`src/rtl/up_irq_ctrl_if.sv`:
```
// Port-bus connection for up_irq_ctrl: block select, register address,
// read/write strobes and the 8-bit data paths.
// The CPU side uses master and the interrupt controller uses slave.
interface up_irq_ctrl_if;
   logic       pi_blk_sel;
   logic [3:0] pi_addr;
   logic       pi_wr_en;
   logic       pi_rd_en;
   logic [7:0] pi_wr_data;
   logic [7:0] pi_rd_data;

   modport master (
      output pi_blk_sel, pi_addr, pi_wr_en, pi_rd_en, pi_wr_data,
      input  pi_rd_data
   );

   modport slave (
      input  pi_blk_sel, pi_addr, pi_wr_en, pi_rd_en, pi_wr_data,
      output pi_rd_data
   );
endinterface

```
`src/rtl/up_irq_ctrl.sv`:
```
// up_irq_ctrl: interrupt controller for the 8-bit soft CPU.
// It latches rising edges on the peripheral interrupt lines, masks them and picks a single winner.
// It raises interrupt until the CPU sends interrupt_ack, then holds the in-service source until EOI.
// Optional feature: define INTC_ROUND_ROBIN_EN for rotating priority.
// The rotation starts after the last source that received EOI.
// Without it, priority is fixed and the lowest index wins.
module up_irq_ctrl #(
   parameter int unsigned NUM_SRC = 3
) (
   input  logic               clk,
   input  logic               rst,
   up_irq_ctrl_if.slave       bus,
   input  logic [NUM_SRC-1:0] irq_src,
   output logic               interrupt,
   input  logic               interrupt_ack
);

   typedef logic [NUM_SRC-1:0] src_t;
   typedef enum logic [1:0] {IDLE, REQ, SERVICE} state_t;

   state_t     state_q, state_d;
   src_t       pending_q, pending_d;
   src_t       mask_q;
   src_t       irq_src_q;
   logic       ctrl_q;
   logic [2:0] id_q;
   logic [7:0] rd_data_q, rd_mux;
   logic       interrupt_q, interrupt_d;

   logic       wr_stb, eoi;
   src_t       req_vec, rise, clr, search;
   logic [2:0] base, winner;
   logic [3:0] sum;
   logic       found;
   logic       unused_ok;

`ifdef INTC_ROUND_ROBIN_EN
   logic [2:0] ptr_q;
   assign base = ptr_q;
`else
   assign base = 3'd0;
`endif

   assign wr_stb    = bus.pi_blk_sel & bus.pi_wr_en;
   assign eoi       = wr_stb && (bus.pi_addr == 4'h4) && (state_q == SERVICE);
   assign req_vec   = pending_q & mask_q;
   assign interrupt = interrupt_q;
   assign bus.pi_rd_data = rd_data_q;
   // Reads do not need the strobe, and only the low NUM_SRC data bits reach the registers.
   assign unused_ok = &{1'b0, bus.pi_rd_en, bus.pi_wr_data};

   // Winner search: rotate the request vector so the search starts at base, then take the first set bit.
   always_comb begin
      search = src_t'({req_vec, req_vec} >> base);
      winner = '0;
      sum    = '0;
      found  = 1'b0;
      for (int unsigned k = 0; k < NUM_SRC; k++) begin
         if (!found && search[k]) begin
            found  = 1'b1;
            sum    = 4'(base) + 4'(k);
            winner = (sum >= 4'(NUM_SRC)) ? 3'(sum - 4'(NUM_SRC)) : 3'(sum);
         end
      end
   end

   // Pending update: a new edge wins over a CLEAR or EOI clear of the same bit.
   always_comb begin
      rise = irq_src & ~irq_src_q;
      clr  = '0;
      for (int unsigned k = 0; k < NUM_SRC; k++) begin
         clr[k] = eoi && (id_q == 3'(k));
      end
      if (wr_stb && (bus.pi_addr == 4'h3)) begin
         clr = clr | bus.pi_wr_data[NUM_SRC-1:0];
      end
      pending_d = (pending_q & ~clr) | rise;
   end

   // Register read mux, zero-extended to the 8-bit bus; returns 0 when the block is not selected.
   always_comb begin
      rd_mux = '0;
      if (bus.pi_blk_sel) begin
         case (bus.pi_addr)
            4'h0: rd_mux[NUM_SRC-1:0] = pending_q;
            4'h1: rd_mux[NUM_SRC-1:0] = mask_q;
            4'h2: if (state_q != IDLE) rd_mux = {1'b1, 4'b0000, id_q};
            4'h5: rd_mux[0] = ctrl_q;
            default: ;
         endcase
      end
   end

   // FSM state register.
   always_ff @(posedge clk) begin
      if (rst) state_q <= IDLE;
      else     state_q <= state_d;
   end

   // FSM next state: request, wait for ack, then wait for EOI.
   always_comb begin
      state_d = state_q;
      case (state_q)
         IDLE:    if (ctrl_q && (|req_vec)) state_d = REQ;
         REQ:     if (interrupt_ack)        state_d = SERVICE;
         SERVICE: if (eoi)                  state_d = IDLE;
         default:                           state_d = IDLE;
      endcase
   end

   // FSM output: interrupt is registered and is high for as long as the FSM is in REQ.
   always_comb begin
      interrupt_d = (state_d == REQ);
   end

   // Datapath registers: edge history, pending, control registers, winner id and read data.
   always_ff @(posedge clk) begin
      if (rst) begin
         irq_src_q   <= '0;
         pending_q   <= '0;
         mask_q      <= '0;
         ctrl_q      <= 1'b0;
         id_q        <= '0;
         rd_data_q   <= '0;
         interrupt_q <= 1'b0;
`ifdef INTC_ROUND_ROBIN_EN
         ptr_q       <= '0;
`endif
      end else begin
         irq_src_q   <= irq_src;
         pending_q   <= pending_d;
         rd_data_q   <= rd_mux;
         interrupt_q <= interrupt_d;
         if (wr_stb && (bus.pi_addr == 4'h1)) mask_q <= bus.pi_wr_data[NUM_SRC-1:0];
         if (wr_stb && (bus.pi_addr == 4'h5)) ctrl_q <= bus.pi_wr_data[0];
         if ((state_q == IDLE) && (state_d == REQ)) id_q <= winner;
         else if (eoi)                              id_q <= '0;
`ifdef INTC_ROUND_ROBIN_EN
         if (eoi) ptr_q <= (4'(id_q) + 4'd1 >= 4'(NUM_SRC)) ? 3'd0 : id_q + 3'd1;
`endif
      end
   end

endmodule

```
`src/flat_wrapper.sv`:
```
// flat-port wrapper written by rule: the top's interface ports become plain ports
module up_irq_ctrl_flat 
#(
   parameter int unsigned NUM_SRC = 3
)
  (clk, rst, irq_src, interrupt, interrupt_ack, bus_pi_blk_sel, bus_pi_addr, bus_pi_wr_en, bus_pi_rd_en, bus_pi_wr_data, bus_pi_rd_data);
  up_irq_ctrl_if bus_i ();
  input  logic clk;
  input  logic rst;
  input  logic [NUM_SRC-1:0] irq_src;
  output logic interrupt;
  input  logic interrupt_ack;
  input wire logic [$bits(bus_i.pi_blk_sel)-1:0] bus_pi_blk_sel;
  input wire logic [$bits(bus_i.pi_addr)-1:0] bus_pi_addr;
  input wire logic [$bits(bus_i.pi_wr_en)-1:0] bus_pi_wr_en;
  input wire logic [$bits(bus_i.pi_rd_en)-1:0] bus_pi_rd_en;
  input wire logic [$bits(bus_i.pi_wr_data)-1:0] bus_pi_wr_data;
  output wire logic [$bits(bus_i.pi_rd_data)-1:0] bus_pi_rd_data;
  assign bus_i.pi_blk_sel = bus_pi_blk_sel;
  assign bus_i.pi_addr = bus_pi_addr;
  assign bus_i.pi_wr_en = bus_pi_wr_en;
  assign bus_i.pi_rd_en = bus_pi_rd_en;
  assign bus_i.pi_wr_data = bus_pi_wr_data;
  assign bus_pi_rd_data = bus_i.pi_rd_data;
  up_irq_ctrl #(.NUM_SRC(NUM_SRC)) u_core (.clk(clk), .rst(rst), .bus(bus_i), .irq_src(irq_src), .interrupt(interrupt), .interrupt_ack(interrupt_ack));
endmodule
```
`config.mk`:
```
export PLATFORM = sky130hd
export DESIGN_NAME = up_irq_ctrl_flat
export DESIGN_NICKNAME = d
export VERILOG_FILES = /design/src/rtl/up_irq_ctrl_if.sv /design/src/rtl/up_irq_ctrl.sv /design/src/flat_wrapper.sv
export SDC_FILE = /design/constraint.sdc
export NUM_CORES = 1
export LEC_CHECK = 0
export CORE_MARGIN = 3
export CORE_UTILIZATION = 47
export DETAILED_ROUTE_END_ITERATION = 10
export PLACE_DENSITY = 0.92
export SETUP_SLACK_MARGIN = 0.3
export SYNTH_ARGS = -nofsm -noshare
export SYNTH_HDL_FRONTEND = slang
export SYNTH_SLANG_ARGS = --single-unit
export TNS_END_PERCENT = 1
```
`constraint.sdc`:
```
create_clock -name clk -period 2.56 [get_ports clk]
set_input_delay 0.256 -clock clk [delete_from_list [all_inputs] [get_ports clk]]
set_output_delay 0.256 -clock clk [all_outputs]
set_load 0.05 [all_outputs]
```
=== Word level (Yosys, flattened, before mapping) ===
Cells that the tools add are included.
W data, S select, Z words.

* Bits in registers: 24
* Input port bits: 21
* Output and inout bits: 9
* Word-level logic and storage cells: 65

* Equality and inequality tests: 10
* Muxes and demuxes: 14
* Bitwise operators: 10
* Reductions and logical operators: 22

{| class="wikitable"
|+ Operators with widths
! operator !! number
|-
| $logic_and A1 B1 Y1 || 12
|-
| $mux W3 || 4
|-
| $pmux W2 S3 || 2
|-
| $and A3 B3 Y3 || 3
|-
| $eq A4 B2 Y1 const B || 2
|-
| $eq A4 B3 Y1 const B || 2
|-
| $mux W8 || 1
|-
| $mux W2 || 3
|-
| $not A3 Y3 || 2
|-
| $or A3 B3 Y3 || 2
|-
| $reduce_or A3 Y1 || 2
|-
| $eq A2 B1 Y1 const B || 2
|-
| $eq A4 B1 Y1 const B || 1
|-
| $logic_not A4 Y1 || 1
|-
| $pmux W1 S4 || 1
|-
| $reduce_bool A2 Y1 || 2
|-
| $eq A3 B1 Y1 const B || 1
|-
| $eq A3 B2 Y1 const B || 1
|-
| $logic_not A3 Y1 || 1
|-
| $mux W1 || 3
|-
| $eq A2 B2 Y1 const B || 1
|-
| $logic_not A1 Y1 || 2
|-
| $logic_not A2 Y1 || 1
|-
| $not A1 Y1 || 2
|-
| other kinds (2) || 2
|}

=== Logic depth before layout (Yosys ltp) ===
Gate-level depths: netlist (run 1).

* Depth after elaboration: 9
* Mapped depth: 6
* Depth with buffers taken out: 4

=== Least setup slack after synthesis (run 1) ===
Ideal clock, no wire load.

* Kind: input-to-reg
* Start: input bus_pi_addr[2]
* End: register u_core.rd_data_q[0], in the netlist u_core.bus.pi_rd_data[0]
* Setup time: 0.112 ns
* Arrival time: 1.339 ns
* Required time: 2.448 ns
* Setup slack: 1.109 ns
* Stages on the path: 5
* Path buffers: 1
* Path through: buf_4 or3b_1 nor3_2 nand2_1 a2111oi_1

* Longest elaborated chain between the ends: 2
* Elaborated cells on any way between the ends: 5
* Classes of those cells: eq/ne: 3; mux: 1; reduce/logical: 1

{| class="wikitable"
|+ RTL lines
! element !! line !! RTL
|-
| start: declaration || flat_wrapper.sv:14 || <nowiki>input wire logic [$bits(bus_i.pi_addr)-1:0] bus_pi_addr;</nowiki>
|-
| $eq A4 B3 Y1, or another cell as far along || up_irq_ctrl.sv:84 || <nowiki>case (bus.pi_addr)</nowiki>
|-
| $pmux W1 S4 * || up_irq_ctrl.sv:84 ||
|-
| end signal: assignment || up_irq_ctrl.sv:132 || <nowiki>rd_data_q <= rd_mux;</nowiki>
|-
| end: declaration || up_irq_ctrl.sv:27 || <nowiki>logic [7:0] rd_data_q, rd_mux;</nowiki>
|}

Mark *: on every way between the ends. The rest lies on a longest branch, timed or not.
A chain may end at the register's enable or synchronous reset.

=== Final worst setup path (run 1) ===
* Start: input bus_pi_addr[1]
* End: register u_core.rd_data_q[0], in the netlist u_core.bus.pi_rd_data[0]

The elaborated chain is that of the path after synthesis.

==> metrics.txt, run 1 <==
final wirelength=roughly 2000 um; met2 global-route usage=about a quarter; initial antenna violation count=0; H-tree level count=1; Hold-fix buffers, CTS=0; FF-to-FF setup slack=approximately 1.1 ns; vias in the first global route=slightly above 700; number of distinct library cells after synthesis=34; Post CTS Setup Buffer Count=0; synth top area cells=dfxtp_1 (42%), buf_4 (4.1%), a21oi_1 (3.8%); Mapped Cells=105; crit path capture type=flop; boundary pin count=30; Hold Startpoint=u_core.irq_src_q[1]$_SDFF_PP0_; Clock Path Buffers=2; total negative slack=0 ns; DRC viols=0; RSZ-0062 raised after global routing=no; Vias=around 840; Post-synth top cells=dfxtp_1 (19), a21oi_1 (7), nand2_1 (7); Hold Crit Class=reg -> reg; Cell Pwr Density=approximately 470 mW/mm^2; area of the mapped netlist=~910 um^2; number of buffers added on ports=19; Final nets=between 100 and 150; TritonCTS clock tree=yes; total track usage=17.0%; Syn-to-layout area delta=23.8%; Overflow after GRT=0; max cap viols=0; Final Critical Period=1.73 ns; Syn. warnings=0; routed length per instance=13.1 um; Synth Flop Type=dfxtp_1; fin area=approximately 0.0011 mm^2; sink of the worst hold path=u_core.pending_q[1]$_SDFF_PP0_; TritonCTS buffer count=3; Final Non-Filler Cells=~150; slew margin rel.=between 60% and 70%; Pre-antenna DRT Iters=5; Seq cells post-synth=19; crit start category=primary input; post-synthesis sequential area ratio=slightly above 40%; Overall Power=~540 uW; FF-to-FF Start=u_core.state_q[0]$_SDFF_PP0_; M1 GR Usage=21.2%; Die Area=between 0.002 and 0.003 mm^2; status=completed; Cell Area, Placed=about 0.0011 mm^2; worst-path maximum fanout=7; dpl hpwl=roughly 1400 um; antenna fix cells=0; Worst Path Arrival=1.92 ns; Clock transition at path regs=~0.11 ns; layout cell share with drive strength beyond 1=8.06%; max-slew violations=0; Final Hold Vio Count=0; largest net degree at the start of global routing=17; num rows=15; GRT Max-Usage Layer=met2; initial DRC count=41; Synth async-reset ratio=0%; fin crit share=between 60 and 70%; R2R depth=4; Worst Hold Path Cells=2; RR Endpoint=u_core.id_q[1]$_SDFFE_PP0P_; CP Class=in -> reg; CTS sink count=19; Clk Latency, worst-skew pair=approximately 0.30 ns; GPL Wtd Cong=about 0.87; total core area=~0.0018 mm^2; dpl cells=~150; antenna viol nets, final=0; f_max=577 MHz; Syn Area/Cell=8.71 um^2; Worst Tran Pin Value=a little under 0.6 ns; Synth top area share=approximately 42%; top-count cell post-synth=dfxtp_1; Starting Density=roughly half; EDFF count, synth=0; met3 usage=under 10%; first-pass GRT wire length=3250 um; Die X=50.1 um; via-per-instance ratio=between 5 and 6; Resize count post-CTS=0; CP required=2.75 ns; clk_skew=0.00570 ns; VDD IR max=roughly 0.00031 V; static leakage=between 0.0003 and 0.0004 uW; clk root buf=clkbuf_4; final setup fails=0; most area-hungry cell type in the Yosys netlist=dfxtp_1; Die Ht=about 50 um
[worst max path at each step]
stage,from,to,slack (ns),cells after the start
after global routing,bus_pi_addr[1],u_core.bus.pi_rd_data[0]$_SDFF_PP0_,0.69,5
final,bus_pi_addr[1],u_core.bus.pi_rd_data[0]$_SDFF_PP0_,0.83,5
after global placement,bus_pi_addr[1],u_core.bus.pi_rd_data[0]$_SDFF_PP0_,0.55,5
after detailed placement,bus_pi_addr[1],u_core.bus.pi_rd_data[0]$_SDFF_PP0_,0.54,5
after floorplan,bus_pi_addr[2],u_core.bus.pi_rd_data[0]$_SDFF_PP0_,1.11,5
after CTS,bus_pi_addr[1],u_core.bus.pi_rd_data[0]$_SDFF_PP0_,0.83,5
[placed cells by master, fill, tap and decap left out, types with 2 or more instances in the layout]
cell type / netlist / routed
nand2_1: 7 / 7
inv_1: 5 / 5
clkdlybuf4s50_1: 0 / 19
o2bb2ai_1: 3 / 3
dfxtp_1: 19 / 19
nor2_1: 4 / 4
clkbuf_4: 0 / 3
nor3b_1: 2 / 2
nand2b_1: 4 / 4
nor4_1: 4 / 4
nand3b_1: 4 / 4
nor2b_1: 5 / 5
mux2i_1: 3 / 3
a21oi_1: 7 / 7
nor3_1: 3 / 3
nand4_1: 5 / 5
nand3_1: 6 / 6
conb_1: 1 / 4
[per-layer routing]
layer  vias up  wire length, um  part of all wire [%]
met5         -                0                     0
met4         0               34                   1.7
met3         5              177                   9.1
met2        45              860                    44
met1       377              876                    45
li1        408                -                     -
[worst max-delay path: stages]
cell	delay, ns
clkdlybuf4s50_1	0.60
or3b_1	0.42
nor3_2	0.20
nand2_1	0.08
a2111oi_1	0.36
[per-stage QoR]
stage | hold slack, ns | utilization (%) | worst slack, ns
finish | 0.476 | 63.5 | 0.828
CTS | 0.483 | 63.5 | 0.830
global route | 0.506 | 63.5 | 0.690
floorplan | 0.333 | - | 1.11
global placement | 0.438 | 62.0 | 0.546
detailed placement | 0.456 | 62.0 | 0.536
[flip-flops by register name, indices dropped and copies added (netlist names)]
signal	cells
u_core.bus.pi_rd_data	4
u_core.irq_src_q	3
u_core.mask_q	3
u_core.pending_q	3
u_core.id_q	2
u_core.state_q	2
u_core.ctrl_q	1
u_core.interrupt	1
[kinds of logic (layout without fill, tap and decap cells)]
| logic type | count (synthesis) | count (layout) | synth area share [%] |
|---|---|---|---|
| other | 1 | 4 | 0.410 |
| AOI/OAI and AO/OA | 17 | 17 | 12.9 |
| muxes | 4 | 4 | 4.51 |
| buffers and inverters | 13 | 29 | 7.52 |
| DFF | 19 | 19 | 41.6 |
| and+or+nand+nor | 51 | 51 | 33.1 |
[area by class of cell]
class | count | area, um^2
fill | 157 | 651
multi-input combinational | 76 | 477
sequential | 19 | 380
timing repair buffer | 20 | 198
tap | 25 | 31.3
clock buffer | 3 | 22.5
inverter | 5 | 18.8
clock inverter | 1 | 5.00
[where the power goes]
group | switching [uW] | internal [uW]
combinational | 39.7 | 33.3
sequential | 7.08 | 303
clock | 93.9 | 58.2
Power figures use the tool's default switching activity.
==> run 2, diff against run 1 <==
Settings changed: CORE_UTILIZATION 47 to 40, PLACE_DENSITY 0.92 to 0.84.
Clock period 2.56 ns to 1.5 ns, I/O delays scaled along.
==> run 2 against run 1 <==
  * Via count rose by 14%
  * Global-route usage is 3.1 points higher
  * Clock power up 78%
  * Die area increased by 15%
  * Critical path type is now reg -> reg
  * Largest cell class unchanged
==> metrics.txt, run 2 (synthesized netlist as in run 1, its figures left out) <==
Vias=approximately 950; Final Hold Vio Count=0; Starting Density=between 40 and 50%; fin area=between 0.001 and 0.0015 mm^2; Worst Path Arrival=roughly 1.5 ns; first-pass GRT wire length=4000 um; CP Class=reg -> reg; Pre-antenna DRT Iters=4; Final Critical Period=roughly 1.3 ns; GPL Wtd Cong=between 0.8 and 0.9; crit path capture type=flop; crit start category=flop; num rows=16; number of buffers added on ports=19; FF-to-FF Start=u_core.mask_q[1]$_SDFFE_PP0P_; Cell Area, Placed=~0.0012 mm^2; antenna viol nets, final=0; Hold Crit Class=in -> reg; dpl hpwl=1730 um; RSZ-0062 raised after global routing=yes; most common cell after layout, fill and taps aside=buf_4; total negative slack=0 ns; Overall Power=a little under 1000 uW; clk root buf=clkbuf_4; initial antenna violation count=0; Final nets=approximately 170; VDD IR max=about 0.00070 V; Hold Startpoint=bus_pi_addr[3]; fin crit share=a little under 90%; Worst setup startpoint=u_core.mask_q[1]$_SDFFE_PP0P_; Clk Latency, worst-skew pair=about 0.31 ns; final wirelength=2480 um; clk_skew=about 0.0013 ns; TritonCTS clock tree=yes; final setup fails=0; worst-path maximum fanout=2; Largest register FFs=4; H-tree level count=1; static leakage=around 0.00054 uW; boundary pin count=30; via-per-instance ratio=between 5 and 6; antenna fix cells=0; total track usage=between 20% and 30%; Die Ht=roughly 54 um; status=completed; total core area=between 0.002 and 0.0025 mm^2; most frequent cells in the layout=buf_4 (31), dfxtp_1 (14), clkdlybuf4s50_1 (11); DRC viols=0; vias in the first global route=slightly below 900; TritonCTS buffer count=3; initial DRC count=30; Clock Path Buffers=2; Hold WS=roughly 0.29 ns; Clock transition at path regs=0.11 ns; CP required=1.71 ns; largest net degree at the start of global routing=16; routed length per instance=between 10 and 15 um; max cap viols=0; Die X=between 50 and 60 um; f_max=roughly 760 MHz; Cell Pwr Density=a little over 700 mW/mm^2; Final Non-Filler Cells=176; Die Area=0.00290 mm^2; max-slew violations=0; dpl cells=roughly 170; CTS sink count=19; Overflow after GRT=0; layout cell share with drive strength beyond 1=about a third; Syn-to-layout area delta=49.1%
-- run 2: stage by stage --
step | utilization (%) | setup WS [ns]
after floorplan | - | 0.267
after global placement | 60.6 | -0.192
after detailed placement | 60.6 | -0.225
after CTS | 66.1 | 0.200
after global routing | 66.1 | 0.0746
final | 66.1 | 0.179
-- run 2: worst paths after layout --
path                                         end  slack (ns)  cells past startpoint
max                  u_core.id_q[0]$_SDFFE_PP0P_        0.18                      5
min          u_core.bus.pi_rd_data[7]$_SDFF_PP0_        0.29                      3
max reg2reg          u_core.id_q[0]$_SDFFE_PP0P_        0.18                      5
min reg2reg       u_core.pending_q[2]$_SDFF_PP0_        0.48                      2
-- run 2: report_power, final --
group,switching (uW),total (uW),internal (uW)
clock network,171,270,99.7
logic,88.3,176,87.9
registers,6.65,521,515
total,266,968,702
-- run 2: what timing repair did --
| action | 4_1_cts | 5_1_grt |
|---|---|---|
| setup endpoints to repair | 15 | 14 |
| pin swaps | 6 | 0 |
| resized for setup | 14 | 0 |
| buffers inserted | 7 | 0 |
| hold buffers | 0 | 0 |
| endpoints found under the hold margin | 0 | 0 |
-- run 2: critical path: stages, from the launching register on --
cell and delay [ns]:
dfxtp_4 0.36, a222oi_1 0.09, buf_4 0.15, or3b_4 0.36, a21oi_2 0.18, o31ai_1 0.08
-- run 2: routing by layer --
| layer | global-route usage [%] | share of wire, % | routed length [um] | vias to the layer above |
|---|---|---|---|---|
| li1 | - | - | - | 465 |
| met2 | 34.9 | 48 | 1190 | 46 |
| met5 | 0 | 0 | 0 | - |
| met4 | 7.66 | 2.0 | 49 | 0 |
| met3 | 6.09 | 7.7 | 190 | 8 |
| met1 | 22.7 | 42 | 1050 | 432 |
-- run 2: layout make-up --
class	instances	area, um^2
Clock buffer	3	22.5
Clock inverter	1	5.00
Fill cell	176	698
Inverter	5	18.8
Multi-Input combinational cell	76	520
Sequential cell	19	394
Tap cell	27	33.8
Timing Repair Buffer	45	369
